`src/rtl/l2_port_arbiter.sv`:
```
// Round-robin arbiter sharing one L2 request/response port among NUM_REQ L1 requesters.
// One transaction in flight: capture winner, issue to L2, wait for response, strobe it back to the owner.
//
// state    | meaning
// ST_IDLE  | no transaction; grant the round-robin winner and capture its request
// ST_ISSUE | l2_req_valid high with held fields until l2_req_ready
// ST_WAIT  | request accepted by L2, waiting for l2_resp_valid
// ST_RESP  | one-cycle resp_valid strobe to the owner, advance rr pointer
module l2_port_arbiter #(
   parameter int NUM_REQ = 4,
   parameter int ADDR_W  = 6,
   parameter int DATA_W  = 1
) (
   input  logic                         clk,
   input  logic                         reset,
   input  logic [NUM_REQ-1:0]           req_valid,
   output logic [NUM_REQ-1:0]           req_ready,
   input  logic [NUM_REQ*ADDR_W-1:0]    req_addr,
   input  logic [NUM_REQ-1:0]           req_rw,
   input  logic [NUM_REQ*DATA_W-1:0]    req_data,
   output logic [NUM_REQ-1:0]           resp_valid,
   output logic [DATA_W-1:0]            resp_data,
   output logic                         l2_req_valid,
   input  logic                         l2_req_ready,
   output logic [ADDR_W-1:0]            l2_req_addr,
   output logic                         l2_req_rw,
   output logic [DATA_W-1:0]            l2_req_data,
   input  logic                         l2_resp_valid,
   input  logic [DATA_W-1:0]            l2_resp_data,
   output logic [$clog2(NUM_REQ)-1:0]   grant_id,
   output logic                         busy,
   output logic                         protocol_err
);

   localparam int ID_W = $clog2(NUM_REQ);

   typedef enum logic [1:0] {
      ST_IDLE  = 2'd0,
      ST_ISSUE = 2'd1,
      ST_WAIT  = 2'd2,
      ST_RESP  = 2'd3
   } state_t;

   state_t              state_q, state_d;
   logic [ID_W-1:0]     rr_ptr_q, rr_ptr_d;
   logic [ID_W-1:0]     grant_id_q, grant_id_d;
   logic [ADDR_W-1:0]   addr_q, addr_d;
   logic                rw_q, rw_d;
   logic [DATA_W-1:0]   wdata_q, wdata_d;
   logic [DATA_W-1:0]   resp_data_q, resp_data_d;
   logic                protocol_err_q, protocol_err_d;

   logic                found;
   logic [ID_W-1:0]     winner;
   logic [ID_W-1:0]     idx_w;
   int                  idx;

   // First valid requester at or after rr_ptr, wrapping modulo NUM_REQ.
   always_comb begin
      found  = 1'b0;
      winner = '0;
      idx    = 0;
      idx_w  = '0;
      for (int off = 0; off < NUM_REQ; off++) begin
         idx   = (int'(rr_ptr_q) + off) % NUM_REQ;
         idx_w = ID_W'(idx);
         if (!found && req_valid[idx_w]) begin
            found  = 1'b1;
            winner = idx_w;
         end
      end
   end

   always_comb begin
      state_d        = state_q;
      rr_ptr_d       = rr_ptr_q;
      grant_id_d     = grant_id_q;
      addr_d         = addr_q;
      rw_d           = rw_q;
      wdata_d        = wdata_q;
      resp_data_d    = resp_data_q;
      protocol_err_d = protocol_err_q;
      req_ready      = '0;
      resp_valid     = '0;
      l2_req_valid   = 1'b0;

      case (state_q)
         ST_IDLE: begin
            if (found) begin
               req_ready[winner] = 1'b1;
               addr_d            = req_addr[winner*ADDR_W +: ADDR_W];
               rw_d              = req_rw[winner];
               wdata_d           = req_data[winner*DATA_W +: DATA_W];
               grant_id_d        = winner;
               state_d           = ST_ISSUE;
            end
            if (l2_resp_valid) begin
               protocol_err_d = 1'b1;
            end
         end
         ST_ISSUE: begin
            l2_req_valid = 1'b1;
            if (l2_req_ready) begin
               // A response arriving with the accept skips WAIT entirely.
               if (l2_resp_valid) begin
                  resp_data_d = l2_resp_data;
                  state_d     = ST_RESP;
               end else begin
                  state_d = ST_WAIT;
               end
            end else if (l2_resp_valid) begin
               protocol_err_d = 1'b1;
            end
         end
         ST_WAIT: begin
            if (l2_resp_valid) begin
               resp_data_d = l2_resp_data;
               state_d     = ST_RESP;
            end
         end
         ST_RESP: begin
            resp_valid[grant_id_q] = 1'b1;
            rr_ptr_d = (grant_id_q == ID_W'(NUM_REQ - 1)) ? '0 : grant_id_q + ID_W'(1);
            state_d  = ST_IDLE;
            if (l2_resp_valid) begin
               protocol_err_d = 1'b1;
            end
         end
         default: begin
            state_d = ST_IDLE;
         end
      endcase
   end

   always_ff @(posedge clk or posedge reset) begin
      if (reset) begin
         state_q        <= ST_IDLE;
         rr_ptr_q       <= '0;
         grant_id_q     <= '0;
         addr_q         <= '0;
         rw_q           <= 1'b0;
         wdata_q        <= '0;
         resp_data_q    <= '0;
         protocol_err_q <= 1'b0;
      end else begin
         state_q        <= state_d;
         rr_ptr_q       <= rr_ptr_d;
         grant_id_q     <= grant_id_d;
         addr_q         <= addr_d;
         rw_q           <= rw_d;
         wdata_q        <= wdata_d;
         resp_data_q    <= resp_data_d;
         protocol_err_q <= protocol_err_d;
      end
   end

   assign l2_req_addr  = addr_q;
   assign l2_req_rw    = rw_q;
   assign l2_req_data  = wdata_q;
   assign resp_data    = resp_data_q;
   assign grant_id     = grant_id_q;
   assign busy         = (state_q != ST_IDLE);
   assign protocol_err = protocol_err_q;

endmodule

```
`config.mk`:
```
export PLATFORM = sky130hd
export DESIGN_NAME = l2_port_arbiter
export DESIGN_NICKNAME = d
export VERILOG_FILES = /design/src/rtl/l2_port_arbiter.sv
export SDC_FILE = /design/constraint.sdc
export NUM_CORES = 1
export LEC_CHECK = 0
export ABC_AREA = 1
export BUFFER_PORTS_ARGS = -buffer_cell sky130_fd_sc_hd__buf_2
export CAP_MARGIN = 20
export CELL_PAD_IN_SITES_DETAIL_PLACEMENT = 2
export CELL_PAD_IN_SITES_GLOBAL_PLACEMENT = 2
export CORE_AREA = 5 5 71 98
export CTS_CLUSTER_DIAMETER = 200
export DETAILED_ROUTE_END_ITERATION = 16
export DIE_AREA = 0 0 76 103
export PLACE_DENSITY = 0.92
export SETUP_SLACK_MARGIN = 0.1
export SLEW_MARGIN = 5
export SYNTH_ARGS = -nofsm -noshare
export SYNTH_HDL_FRONTEND = slang
export SYNTH_SLANG_ARGS = --single-unit
```
`constraint.sdc`:
```
create_clock -name clk -period 2.9 [get_ports clk]
set_input_delay 0.58 -clock clk [delete_from_list [all_inputs] [get_ports clk]]
set_output_delay 0.58 -clock clk [all_outputs]
set_load 0.03 [all_outputs]
```
==> results.py <==
metrics = {
    "finish": {
        "fin_util_pct": 32.9,
        "num_antenna_cells": 0,
        "stdcell_count": 378,
        "area_growth_pct": 39.2,
        "nNetsFinal": 356,
        "drive_above_1_share_pct": 34.3,
    },
    "setup_path": {
        "r2r-end": "l2_req_addr[0]",
        "end_kind": "output pin",
        "timing.rr.start": "rr_ptr_q[0]",
        "rrSetupSlack_ps": 760,
        "critical_path_arrival_ps": 2130,
        "rr_worst_depth": 15,
        "path_class": "register to output pin",
        "worstPathRequired_ps": 2320,
        "cp_max_fo": 10,
        "setup.worst_path.start_class": "register",
    },
    "clock_network": {
        "clockRootBuffer": "clkbuf_8",
        "cts_buffer_depth": 2,
        "clock_latency_ps": 250,
        "tritoncts": "built",
        "numCtsBuffers": 3,
        "postCtsHoldBufs": 0,
        "clk_pin_slew_ps": 60,
        "h-tree-depth": 1,
        "cts.sinks": 16,
    },
    "placement": {
        "placedCellCount": 370,
        "dpl.hpwl_um": 4670,
        "port_buffers": 62,
        "gp_congestion": 0.734,
    },
    "synthesis": {
        "synthTopCellsByArea": "nand2_1, dfrtp_1, nand3_1, ha_1, inv_1",
        "synthesis.nets": 287,
        "yosysWarnings": 0,
        "netlist-cell-type-count": 23,
        "ys_seq_area_share_pct": 27.8,
        "synth_area_mm2": 0.00144,
        "yosys.area.top_type": "nand2_1",
        "synth_cells": 238,
        "synth_top_area_share_pct": 32.9,
        "ys_ff_latch": 16,
        "synth_area_per_cell_um2": 6.05,
    },
    "floorplanning": {
        "fp.dieH_um": 103,
        "io-pin-count": 63,
        "rows": 34,
        "coreArea_mm2": 0.00608,
        "start_util_pct": 23.7,
        "die_x_um": 76,
        "fp.dieArea_mm2": 0.00783,
    },
    "min_path": {
        "hold_class": "input pin to asynchronous set/reset pin",
    },
    "global_routing": {
        "grtUsageTotal_pct": 14.6,
        "overflow": 0,
        "grt_pass1_vias": 2019,
        "antenna_found_initial": 0,
        "grt_max_degree": 18,
        "grt_pass1_wl_um": 9450,
    },
    "sta": {
        "skew_ps": 2.15,
        "slew_violations": 0,
        "worstMarginPinSlew_ps": 618,
        "rsz0062_at_grt": "true",
        "setup_viol": 0,
        "min_period_over_period_pct": 93.6,
        "min_period_ps": 2710,
        "tns_ps": 0,
        "slew_headroom_pct": 58.8,
        "fmax_ghz": 0.368,
        "hold_violations": 0,
    },
    "detailed_routing": {
        "drtPass1Iterations": 4,
        "antenna_left": 0,
        "routed_wirelength_um": 5870,
        "wl_per_cell_um": 15.5,
        "drtIter0Drc": 35,
        "dr_total_vias": 1755,
        "vias_per_cell": 4.64,
        "route.detailed.drc": 0,
    },
    "status": {
        "status": "finished clean",
    },
    "pwr": {
        "cellLeakagePower_nw": 1.20,
        "combPwrFrac_pct": 79.2,
        "p_per_area_mw_per_mm2": 1490,
        "peakVddDrop_uv": 434,
        "power_switching_share_pct": 59.8,
        "seqPwrFrac_pct": 14.2,
        "p_sw_w": 0.00178,
        "p_clk_share_pct": 6.7,
        "p_int_w": 0.00120,
    },
    "run": {
        "drv_cap": 0,
    },
}
-- per-layer routing --
| layer | wire, um | vias to the layer above | track usage [%] |
|---|---|---|---|
| met5 | 0 | - | 0 |
| met4 | 51 | 0 | 1.64 |
| met3 | 259 | 4 | 3.23 |
| met2 | 3290 | 35 | 28.8 |
| met1 | 2260 | 850 | 16.3 |
| li1 | - | 866 | - |
-- placed cells by master (no fill, tap or decap) --
cell	synthesis	layout
inv_2	5	2
nor2_1	8	6
buf_8	0	1
nand2_1	126	120
o21ai_1	2	1
dfrtp_1	16	14
nand3_1	22	21
clkbuf_8	0	4
buf_4	2	10
inv_1	20	20
nor2_4	1	3
o21bai_4	0	1
nor3_1	3	1
inv_4	0	3
nand3_2	1	2
nor3_2	0	2
nand2_4	2	1
o21bai_1	1	1
dfrtp_2	0	2
o21ai_0	5	5
nand2_8	0	1
mux2_2	1	1
o21ai_2	0	1
buf_6	2	1
a21oi_1	3	3
nand2_2	3	9
ha_1	8	8
buf_2	2	58
o211ai_1	1	1
nor2_2	3	3
-- metrics by stage --
step | hold WS [ps] | cell area [um2] | worst slack [ps] | total power [W]
2_1_floorplan | 494 | 1440 | 188 | 0.00196
3_3_place_gp | 459 | 1820 | 257 | 0.00241
3_5_place_dp | 456 | 1820 | 122 | 0.00254
4_1_cts | 421 | 1910 | 104 | 0.00281
5_1_grt | 451 | 2000 | 32.7 | 0.00330
6_report | 395 | 2000 | 186 | 0.00299
-- how the worst max path moves through the flow --
stage                       startpoint            to  slack (ps)
after floorplan           req_valid[3]  req_ready[2]         190
final                      rr_ptr_q[0]  req_ready[1]         190
after detailed placement   rr_ptr_q[0]  req_ready[1]         120
after global routing       rr_ptr_q[0]  req_ready[2]          30
after global placement    req_valid[3]  req_ready[1]         260
after CTS                  rr_ptr_q[0]  req_ready[1]         100
-- area by class of cell --
| class | count | area (um2) |
|---|---|---|
| tap | 72 | 90.1 |
| sequential | 16 | 403 |
| inverter | 25 | 101 |
| clock buffer | 4 | 55.1 |
| multi-input combinational | 191 | 962 |
| fill | 785 | 4080 |
| timing repair buffer | 70 | 392 |
-- power groups by stage --
stage | logic, W | registers [W] | clock network [W]
detailed placement | 0.00210 | 0.000436 | 0
finish | 0.00236 | 0.000422 | 0.000199
floorplan | 0.00142 | 0.000535 | 0
global route | 0.00264 | 0.000441 | 0.000218
CTS | 0.00218 | 0.000420 | 0.000207
global placement | 0.00198 | 0.000426 | 0
-- Yosys cell counts --
cell	count
o21bai_1	1
o21bai_2	1
o21ai_0	5
nand2_2	3
buf_4	2
o211ai_1	1
nor2_4	1
nand2_4	2
nor2_2	3
buf_6	2
inv_2	5
ha_1	8
dfrtp_1	16
o21ai_1	2
buf_2	2
mux2_2	1
nand3_2	1
nor2_1	8
nand3_1	22
a21oi_1	3
nor3_1	3
nand2_1	126
inv_1	20
-- logic make-up after synthesis --
kind of cell	synth area share, %
simple gates	49.3
buf+inv	9.83
flops	27.8
compound gates	5.30
fa+ha+maj	6.96
mux	0.783
-- repair_timing --
action                     in CTS  in global routing
buffers inserted                3                  1
setup endpoints to repair       4                  4
resized for setup               4                 29
cloned                          0                  0
pin swaps                       0                  4
-- critical path: stages (launching register included) --
cell,delay (ps)
dfrtp_2,460
buf_4,160
nand2_1,50
nand2_1,90
nand2_2,100
nand2_2,80
nor2_4,160
nand2_2,100
nor2_4,140
inv_1,60
nand2_2,100
inv_4,80
nand2_2,90
nor2_1,50
buf_4,180
-- flip-flops by register name, indices dropped and copies added, names as in the netlist --
register      count
state_q           2
protocol_err      1
grant_id          2
l2_req_data       1
rr_ptr_q          2
l2_req_rw         1
resp_data         1
l2_req_addr       6
(Power assumes the default switching activity.)
